$ cat src/rtl/up_state_mgr_pkg.sv
// rtl/up_state_mgr_pkg.sv - state encoding and boot port widths for the state manager
package up_state_mgr_pkg;

  typedef enum logic [1:0] {
    BOOT    = 2'd0,
    RUN     = 2'd1,
    PAUSING = 2'd2,
    PAUSED  = 2'd3
  } sm_state_t;

  localparam int ADDR_W = 16;
  localparam int DATA_W = 16;
  localparam int BYTE_W = 8;
  localparam int CNT_W  = ADDR_W - 1;

endpackage

$ cat src/rtl/up_state_mgr_if.sv
// rtl/up_state_mgr_if.sv - boot stream, boot write port and core handshake bundle
interface up_state_mgr_if;
  import up_state_mgr_pkg::*;

  logic [BYTE_W-1:0] i_bootData;
  logic              i_bootValid;
  logic              o_bootReady;
  logic [ADDR_W-1:0] o_bootMemAddr;
  logic [DATA_W-1:0] o_bootMemData;
  logic              o_bootMemWr;
  logic              o_smIsBooted;
  logic              o_smStartPause;
  logic              i_smNowPaused;
  logic              i_coreHlt;
  logic              i_dbgToggle;
  logic [1:0]        o_state;

  modport master (
    input  i_bootData, i_bootValid, i_smNowPaused, i_coreHlt, i_dbgToggle,
    output o_bootReady, o_bootMemAddr, o_bootMemData, o_bootMemWr,
           o_smIsBooted, o_smStartPause, o_state
  );

  modport slave (
    output i_bootData, i_bootValid, i_smNowPaused, i_coreHlt, i_dbgToggle,
    input  o_bootReady, o_bootMemAddr, o_bootMemData, o_bootMemWr,
           o_smIsBooted, o_smStartPause, o_state
  );

endinterface

$ cat src/rtl/up_state_mgr_boot_loader.sv
// rtl/up_state_mgr_boot_loader.sv - byte stream to 16-bit word writes for the boot image
module up_state_mgr_boot_loader
  import up_state_mgr_pkg::*;
#(
  parameter int BOOT_WORDS = 32768
) (
  input  logic              clk,
  input  logic              rstn,
  input  logic              en,
  input  logic [BYTE_W-1:0] byte_data,
  input  logic              byte_valid,
  output logic              byte_ready,
  output logic [ADDR_W-1:0] mem_addr,
  output logic [DATA_W-1:0] mem_data,
  output logic              mem_wr,
  output logic              done
);

  localparam logic [CNT_W-1:0] LAST_WORD = CNT_W'(BOOT_WORDS - 1);

  logic [CNT_W-1:0]  word_cnt;
  logic [BYTE_W-1:0] hi_byte;
  logic              phase;
  logic              load_done;
  logic              accept;

  assign byte_ready = en & ~load_done;
  assign accept     = byte_valid & byte_ready;
  // load_done is set on the same edge that raises the final write pulse
  assign done       = load_done & mem_wr;

  always_ff @(posedge clk) begin
    if (!rstn) begin
      word_cnt  <= '0;
      hi_byte   <= '0;
      phase     <= 1'b0;
      load_done <= 1'b0;
      mem_wr    <= 1'b0;
      mem_addr  <= '0;
      mem_data  <= '0;
    end else begin
      mem_wr <= 1'b0;
      if (accept) begin
        if (!phase) begin
          hi_byte <= byte_data;
          phase   <= 1'b1;
        end else begin
          phase    <= 1'b0;
          mem_wr   <= 1'b1;
          mem_data <= {hi_byte, byte_data};
          mem_addr <= {1'b0, word_cnt};
          // saturate on the last word so the address never wraps
          if (word_cnt == LAST_WORD) begin
            load_done <= 1'b1;
          end else begin
            word_cnt <= word_cnt + 1'b1;
          end
        end
      end
    end
  end

endmodule

$ cat src/rtl/up_state_mgr.sv
// rtl/up_state_mgr.sv - boot/pause controller: loads the image, then gates core run/pause
module up_state_mgr
  import up_state_mgr_pkg::*;
#(
  parameter int BOOT_WORDS = 32768
) (
  input  logic          i_clk,
  input  logic          i_rstn,
  up_state_mgr_if.master bus
);

  sm_state_t state;
  logic      toggle_q;
  logic      toggle_edge;
  logic      start_pause;
  logic      booted;
  logic      boot_done;

  assign toggle_edge        = bus.i_dbgToggle & ~toggle_q;
  assign bus.o_state        = state;
  assign bus.o_smStartPause = start_pause;
  assign bus.o_smIsBooted   = booted;

  up_state_mgr_boot_loader #(
    .BOOT_WORDS (BOOT_WORDS)
  ) u_boot_loader (
    .clk        (i_clk),
    .rstn       (i_rstn),
    .en         (state == BOOT),
    .byte_data  (bus.i_bootData),
    .byte_valid (bus.i_bootValid),
    .byte_ready (bus.o_bootReady),
    .mem_addr   (bus.o_bootMemAddr),
    .mem_data   (bus.o_bootMemData),
    .mem_wr     (bus.o_bootMemWr),
    .done       (boot_done)
  );

  always_ff @(posedge i_clk) begin
    if (!i_rstn) begin
      state       <= BOOT;
      start_pause <= 1'b0;
      booted      <= 1'b0;
      toggle_q    <= 1'b0;
    end else begin
      toggle_q <= bus.i_dbgToggle;
      case (state)
        BOOT: begin
          if (boot_done) begin
            state  <= RUN;
            booted <= 1'b1;
          end
        end
        RUN: begin
          if (toggle_edge | bus.i_coreHlt) begin
            state       <= PAUSING;
            start_pause <= 1'b1;
          end
        end
        PAUSING: begin
          if (bus.i_smNowPaused) begin
            state <= PAUSED;
          end
        end
        PAUSED: begin
          // the core stays paused only while the request is held
          if (toggle_edge) begin
            state       <= RUN;
            start_pause <= 1'b0;
          end
        end
        default: begin
          state <= BOOT;
        end
      endcase
    end
  end

endmodule

$ cat src/flat_wrapper.sv
// flat-port wrapper written by rule: the top's interface ports become plain ports
module up_state_mgr_flat import up_state_mgr_pkg::*;
#(
  parameter int BOOT_WORDS = 32768
)
  (i_clk, i_rstn, bus_i_bootData, bus_i_bootValid, bus_i_smNowPaused, bus_i_coreHlt, bus_i_dbgToggle, bus_o_bootReady, bus_o_bootMemAddr, bus_o_bootMemData, bus_o_bootMemWr, bus_o_smIsBooted, bus_o_smStartPause, bus_o_state);
  up_state_mgr_if bus_i ();
  input  logic i_clk;
  input  logic i_rstn;
  input wire logic [$bits(bus_i.i_bootData)-1:0] bus_i_bootData;
  input wire logic [$bits(bus_i.i_bootValid)-1:0] bus_i_bootValid;
  input wire logic [$bits(bus_i.i_smNowPaused)-1:0] bus_i_smNowPaused;
  input wire logic [$bits(bus_i.i_coreHlt)-1:0] bus_i_coreHlt;
  input wire logic [$bits(bus_i.i_dbgToggle)-1:0] bus_i_dbgToggle;
  output wire logic [$bits(bus_i.o_bootReady)-1:0] bus_o_bootReady;
  output wire logic [$bits(bus_i.o_bootMemAddr)-1:0] bus_o_bootMemAddr;
  output wire logic [$bits(bus_i.o_bootMemData)-1:0] bus_o_bootMemData;
  output wire logic [$bits(bus_i.o_bootMemWr)-1:0] bus_o_bootMemWr;
  output wire logic [$bits(bus_i.o_smIsBooted)-1:0] bus_o_smIsBooted;
  output wire logic [$bits(bus_i.o_smStartPause)-1:0] bus_o_smStartPause;
  output wire logic [$bits(bus_i.o_state)-1:0] bus_o_state;
  assign bus_i.i_bootData = bus_i_bootData;
  assign bus_i.i_bootValid = bus_i_bootValid;
  assign bus_i.i_smNowPaused = bus_i_smNowPaused;
  assign bus_i.i_coreHlt = bus_i_coreHlt;
  assign bus_i.i_dbgToggle = bus_i_dbgToggle;
  assign bus_o_bootReady = bus_i.o_bootReady;
  assign bus_o_bootMemAddr = bus_i.o_bootMemAddr;
  assign bus_o_bootMemData = bus_i.o_bootMemData;
  assign bus_o_bootMemWr = bus_i.o_bootMemWr;
  assign bus_o_smIsBooted = bus_i.o_smIsBooted;
  assign bus_o_smStartPause = bus_i.o_smStartPause;
  assign bus_o_state = bus_i.o_state;
  up_state_mgr #(.BOOT_WORDS(BOOT_WORDS)) u_core (.i_clk(i_clk), .i_rstn(i_rstn), .bus(bus_i));
endmodule
$ cat config.mk
export PLATFORM = sky130hd
export DESIGN_NAME = up_state_mgr_flat
export DESIGN_NICKNAME = d
export VERILOG_FILES = /design/src/rtl/up_state_mgr_pkg.sv /design/src/rtl/up_state_mgr_if.sv /design/src/rtl/up_state_mgr_boot_loader.sv /design/src/rtl/up_state_mgr.sv /design/src/flat_wrapper.sv
export SDC_FILE = /design/constraint.sdc
export NUM_CORES = 1
export LEC_CHECK = 0
export CORE_MARGIN = 3
export CORE_UTILIZATION = 50
export CTS_CLUSTER_DIAMETER = 120
export DETAILED_ROUTE_END_ITERATION = 8
export PLACE_DENSITY = 0.78
export SYNTH_ARGS = -nofsm -noshare
export SYNTH_HDL_FRONTEND = slang
export SYNTH_SLANG_ARGS = --single-unit
export TNS_END_PERCENT = 50
$ cat constraint.sdc
create_clock -name i_clk -period 2 [get_ports i_clk]
set_clock_uncertainty 0.1 [all_clocks]
set_input_delay 0.2 -clock i_clk [delete_from_list [all_inputs] [get_ports i_clk]]
set_output_delay 0.2 -clock i_clk [all_outputs]
set_load 0.1 [all_outputs]
## After elaboration in Yosys (flattened, before gate mapping)

Cells that the tools add are included.

- Bits in registers: 62
- Latch bits: 0
- Memory bits (writable): 0
- Memory bits (read-only): 0
- Bits of input ports: 14
- Output and inout port bits: 38
- Logic and storage cells: 49
- Memories: 0

- Add/subtract/negate cells: 1
- $mul: 0
- Divide/modulo/power cells: 0
- Order comparisons: 0
- Eq/ne operators: 8
- Shift operators: 0
- Multiplexer cells: 10
- Bitwise logic cells: 9
- Reduce and logical (&&, ||, !) cells: 10

Operators with widths:

| cell | count |
|---|---|
| 15-bit by 1-bit adder with 15-bit output (second input constant) | 1 |
| 15-bit == test (second input constant) | 1 |
| 3-bit AND reduction | 3 |
| 2-bit two-way mux | 4 |
| 2-bit case mux with 4 select lines | 1 |
| 2-bit AND reduction | 4 |
| 2-bit by 1-bit != test with 1-bit output (second input constant) | 3 |
| 1-bit bitwise AND | 4 |
| 2-bit == test (second input constant) | 2 |
| 1-bit two-way mux | 4 |
| 1-bit NOT | 4 |
| 4-bit AND reduction | 1 |
| 2-bit by 1-bit == test with 1-bit output (second input constant) | 1 |
| 2-bit zero test | 1 |
| 2-bit != test (second input constant) | 1 |
| 1-bit case mux with 2 select lines | 1 |
| 2-bit nonzero test | 1 |
| 1-bit bitwise OR | 1 |

## Logic depth before layout (Yosys ltp)

- Depth after elaboration: 5
- Depth in mapped cells: 8
- Gate-level depth less buffers: 6

## Hierarchy

A second synthesis with hierarchy kept.

- Cell total of the unflattened synthesis: 303
- Area, all modules: 2481.1 um^2

By module, submodules not included:

| module | times used | cells each | area each (um^2) | seq. area each (um^2) |
|---|---|---|---|---|
| up_state_mgr_boot_loader | 1 | 272 | 2205.9 | 1141.1 |
| up_state_mgr | 1 | 31 | 275.3 | 100.1 |

## Least setup slack after synthesis

OpenSTA, ideal clock, no wires.

- Kind: register -> register
- Start point: reg u_core.state[0] (netlist: u_core.bus.o_state[0])
- End point: reg u_core.u_boot_loader.mem_addr[14]
- Setup time: 71 ps
- Arrival: 2819 ps
- Required time: 1829 ps
- Slack: -989 ps
- Cell stages (with the launch flop): 9
- Buffers on the path: 2
- Clock period less this slack: 2989 ps
- Cell sequence: dfxtp_1 -> inv_1 -> ha_1 -> and2b_1 -> nand3_1 -> buf_2 -> buf_2 -> nand2_1 -> a21oi_1

- Cells in the longest elaborated chain, start to end: 4

Ends and longest elaborated chain:

| item | RTL line | RTL |
|---|---|---|
| start: declaration | up_state_mgr.sv:12 | `sm_state_t state;` |
| start signal: assignment | up_state_mgr.sv:41 | `state <= BOOT;` |
| start signal: assignment | up_state_mgr.sv:50 | `state <= RUN;` |
| start signal: assignment | up_state_mgr.sv:56 | `state <= PAUSING;` |
| 2-bit zero test | up_state_mgr.sv:29 | `.en (state == BOOT),` |
| 1-bit bitwise AND | up_state_mgr_boot_loader.sv:27 | `assign byte_ready = en & ~load_done;` |
| named net bus_o_bootReady | flat_wrapper.sv:15 | `output wire logic [$bits(bus_i.o_bootReady)-1:0] bus_o_bootReady;` |
| 1-bit bitwise AND | up_state_mgr_boot_loader.sv:28 | `assign accept = byte_valid & byte_ready;` |
| 2-bit AND reduction (no source line) | - |  |
| end signal: assignment | up_state_mgr_boot_loader.sv:51 | `mem_addr <= {1'b0, word_cnt};` |
| end: declaration | up_state_mgr_boot_loader.sv:13 | `output logic [ADDR_W-1:0] mem_addr,` |

The timed path passes the listed nets, and every way through them passes these cells.
A chain may end at the register's enable or synchronous reset.

## Worst setup path in the final report

- Start point: reg u_core.u_boot_loader.word_cnt[0]
- End point: reg u_core.u_boot_loader.word_cnt[7]

- Cells in the longest elaborated chain, start to end: 3
- Elaborated cells on any way between the ends: 4
- Those cells by class: add/sub (1); eq/ne (1); bitwise (1); reduce/logical (1)

Ends and longest elaborated chain:

| item | RTL line | RTL |
|---|---|---|
| start: declaration | up_state_mgr_boot_loader.sv:21 | `logic [CNT_W-1:0] word_cnt;` |
| start signal: assignment | up_state_mgr_boot_loader.sv:56 | `word_cnt <= word_cnt + 1'b1;` |
| branches (longest 3 deep; another with 15-bit by 1-bit adder with 15-bit output) | - |  |

Parallel ways; which one is timed is not known.

==> summary.txt <==
Run status
  – Outcome: completed

CTS
  – Hold Buf Count CTS: 0
  – Number of CTS-inserted buffers: 9
  – Clock buffer depth: 2
  – Post-CTS setup buffers: 0
  – CTS tree: done
  – CTS sink cnt: 62
  – CTS H-tree lvls: 3
  – Worst skew pair latency: 0.32 ns
  – Reg clk slew, reported paths: 0.07 ns
  – CTS Root Cell: clkbuf_8
  – CTS resizes: 0

Power and ir drop
  – Net Sw Power: 0.00116 W
  – LEAKAGE: 1.29 nW
  – Clk pwr share: 34.0%
  – Sequential Power Share: 39.8%
  – Logic pwr share: 26.2%
  – Switching share of power: 33.6%
  – Int Pwr: 0.00228 W
  – Power per cell area: 1040 mW/mm^2
  – VDD IR max: 770 uV

GRT
  – Total congestion overflow: 0
  – Pin count of the biggest net entering global routing: 37
  – Vias in the first global route: 2037
  – Total GRT Usage: 18.6%
  – Initial antenna violation count: 0
  – Global-route wire length before repair: 9060 um

Cells and area
  – Layout cell share with drive strength beyond 1: 23.3%
  – Post-layout util: 69.2%
  – Fillers: 405
  – Post-route design area: 0.00331 mm^2
  – Number of nets in the layout: 379
  – Area Growth Syn to Fin: 31.4%
  – Fin cells: 432
  – # diodes: 0

Worst setup path
  – CP Cell Sequence: ha_1 -> nand4_2 -> nor4b_4 -> buf_4 -> nor4_1 -> o21a_1
  – Worst EP required: 2.12 ns
  – Delay of the slowest cell on the worst path: 0.45 ns
  – Critical path's slowest cell: nor4b_4
  – Crit end category: flip-flop
  – Worst setup path class: reg2reg
  – Worst endpoint data arrival time: 1.97 ns
  – Startpoint types: flip-flop
  – Worst-path fanout max: 10

Synth
  – Cell count after synthesis: 301
  – Synthesized flop and latch total: 62
  – Post-synthesis sequential area ratio: 49.3%
  – Top_reg_cell synth: dfxtp_1
  – Syn Area/Cell: 8.37 um^2
  – Post-synth ARST share: 0%
  – Synthesized Nets: 320
  – Post-synth EDFFs: 0
  – Synth unique cells: 45
  – Area leader, netlist: dfxtp_1
  – Synthesized cell area: 0.00252 mm^2
  – Ranking of synthesized cells by area: dfxtp_1, nand2_1, a21oi_1, ha_1, o31ai_1
  – Ys Warns: 0
  – Top cell type's share of synthesized area: 49.3%

Routing
  – Drt drc: 0
  – Drt first-iter violations: 101
  – Drt via density: 5.22
  – Final WL: 5410 um
  – WL per Instance: 12.5 um
  – Via count: 2257
  – Router iterations before antenna repair: 4
  – Post-route ant nets: 0

Die
  – Die Span Y: 77.0 um
  – I/O pin cnt: 52
  – Die area: 0.00593 mm^2
  – Initial core utilization: 52.7%
  – Std cell rows: 25
  – Die X: 77.0 um
  – Core box area: 0.00479 mm^2

STA
  – Max-slew violations: 0
  – Slew @ Worst Pin: 0.549 ns
  – Final setup vio count: 0
  – Final Hold Vio Count: 0
  – Max Fclk: 541 MHz
  – RSZ-0062 raised after global routing: no
  – Post-layout min period: 1.85 ns
  – Slew HR: 63.1%
  – Fin Hold WS: 0.349 ns
  – Fin crit share: 92.4%

Placed design
  – HPWL after DPL: 3820 um
  – Cells after DPL: 416
  – Placed cell area: 0.00309 mm^2
  – Gpl congestion: 0.806
  – Port-buffer cells: 50

Min path
  – Hold Crit Class: reg2reg

Flow run
  – Number of max-cap violations: 0
[kinds of logic after synthesis]
group | after synthesis | synth area share, %
AO/OA/AOI/OAI | 78 | 17.4
adder cells (fa/ha/maj) | 5 | 2.48
buffers and inverters | 21 | 3.82
flip-flops | 62 | 49.3
multiplexers | 1 | 0.397
other | 1 | 0.149
AND/OR/NAND/NOR | 133 | 26.5
[power by group through the flow]
stage	sequential, W	combinational, W	clock (W)
final	0.00137	0.000900	0.00117
after global routing	0.00138	0.000959	0.00125
after CTS	0.00137	0.000905	0.00120
after detailed placement	0.00139	0.000905	0
after floorplan	0.00167	0.000391	0
after global placement	0.00139	0.000894	0
[metrics by stage]
stage               power, W  setup TNS, ns  worst slack [ns]
detailed placement   0.00230        -0.0277           -0.0277
global placement     0.00229              0            0.0260
finish               0.00344              0             0.152
CTS                  0.00347              0             0.152
global route         0.00359              0            0.0445
floorplan            0.00206              0           0.00537
[state kept, by name, indices dropped and copies added (netlist names), 2 cells and up]
register                       cells
u_core.bus.o_state                 2
u_core.u_boot_loader.mem_data     16
u_core.u_boot_loader.mem_addr     15
u_core.u_boot_loader.word_cnt     15
u_core.u_boot_loader.hi_byte       8
[synthesized netlist by cell type, drive strengths merged, types with 4 or more instances]
cell    number
a21oi       55
clkbuf       9
or3          6
buf          9
nand2b       4
o21ai        7
nand2       87
nand4        5
dfxtp       62
o31ai        6
nand3        8
ha           5
or4          4
[worst max-delay path, delay by kind of cell, from the launching register on]
kind | cells | cell delay, ns
AO/OA/AOI/OAI | 1 | 0.16
buffers and inverters | 1 | 0.23
AND/OR/NAND/NOR | 3 | 0.68
flip-flops | 1 | 0.34
adder cells (fa/ha/maj) | 1 | 0.24
[path summary, 6_finish.rpt]
kind                                          from                               end  slack (ns)  depth (start not counted)
hold / removal     u_core.u_boot_loader.hi_byte[1]  u_core.u_boot_loader.mem_data[9]        0.35                          2
setup / recovery  u_core.u_boot_loader.word_cnt[0]  u_core.u_boot_loader.word_cnt[7]        0.15                          6
setup reg to reg  u_core.u_boot_loader.word_cnt[0]  u_core.u_boot_loader.word_cnt[7]        0.15                          6
hold reg to reg    u_core.u_boot_loader.hi_byte[1]  u_core.u_boot_loader.mem_data[9]        0.35                          2
[per-layer routing]
metal | part of all wire (%) | GRT usage [%] | wire [um]
met3 | 4.0 | 3.52 | 217
met1 | 48 | 24.1 | 2600
met2 | 47 | 30.0 | 2540
met4 | 0.92 | 8.54 | 50
met5 | 0 | 0 | 0
[area by class of cell]
| cell class | instances | area, um^2 | share of cell area, % |
|---|---|---|---|
| clock buffer | 13 | 179 | 5.40 |
| clock inverter | 3 | 40.0 | 1.21 |
| inverter | 3 | 16.3 | 0.491 |
| multi-input combinational | 218 | 1200 | 36.3 |
| sequential | 62 | 1250 | 37.7 |
| tap | 67 | 83.8 | 2.53 |
| timing repair buffer | 66 | 541 | 16.3 |
[cells in the final DEF (no fill, tap or decap), types with 2 or more instances in the layout]
master,synthesis,routed
a21oi_1,53,53
nand3_2,1,2
clkbuf_8,0,13
nand3_1,7,6
inv_4,0,2
nand2b_1,4,4
a21oi_2,2,2
nand4_1,2,2
buf_4,1,52
nor2_1,3,3
nor2b_1,2,2
ha_1,5,4
nand4_2,2,2
or3_1,6,6
nor4_1,2,2
nand2_1,87,87
or4_1,4,4
clkdlybuf4s50_1,0,13
o21ai_1,5,5
o31ai_1,6,6
o21a_1,2,2
dfxtp_1,62,60
clkinv_2,0,2
dfxtp_4,0,2
o211ai_1,3,3
nor3_1,2,2
o21ai_0,2,2
(Power assumes the default switching activity.)
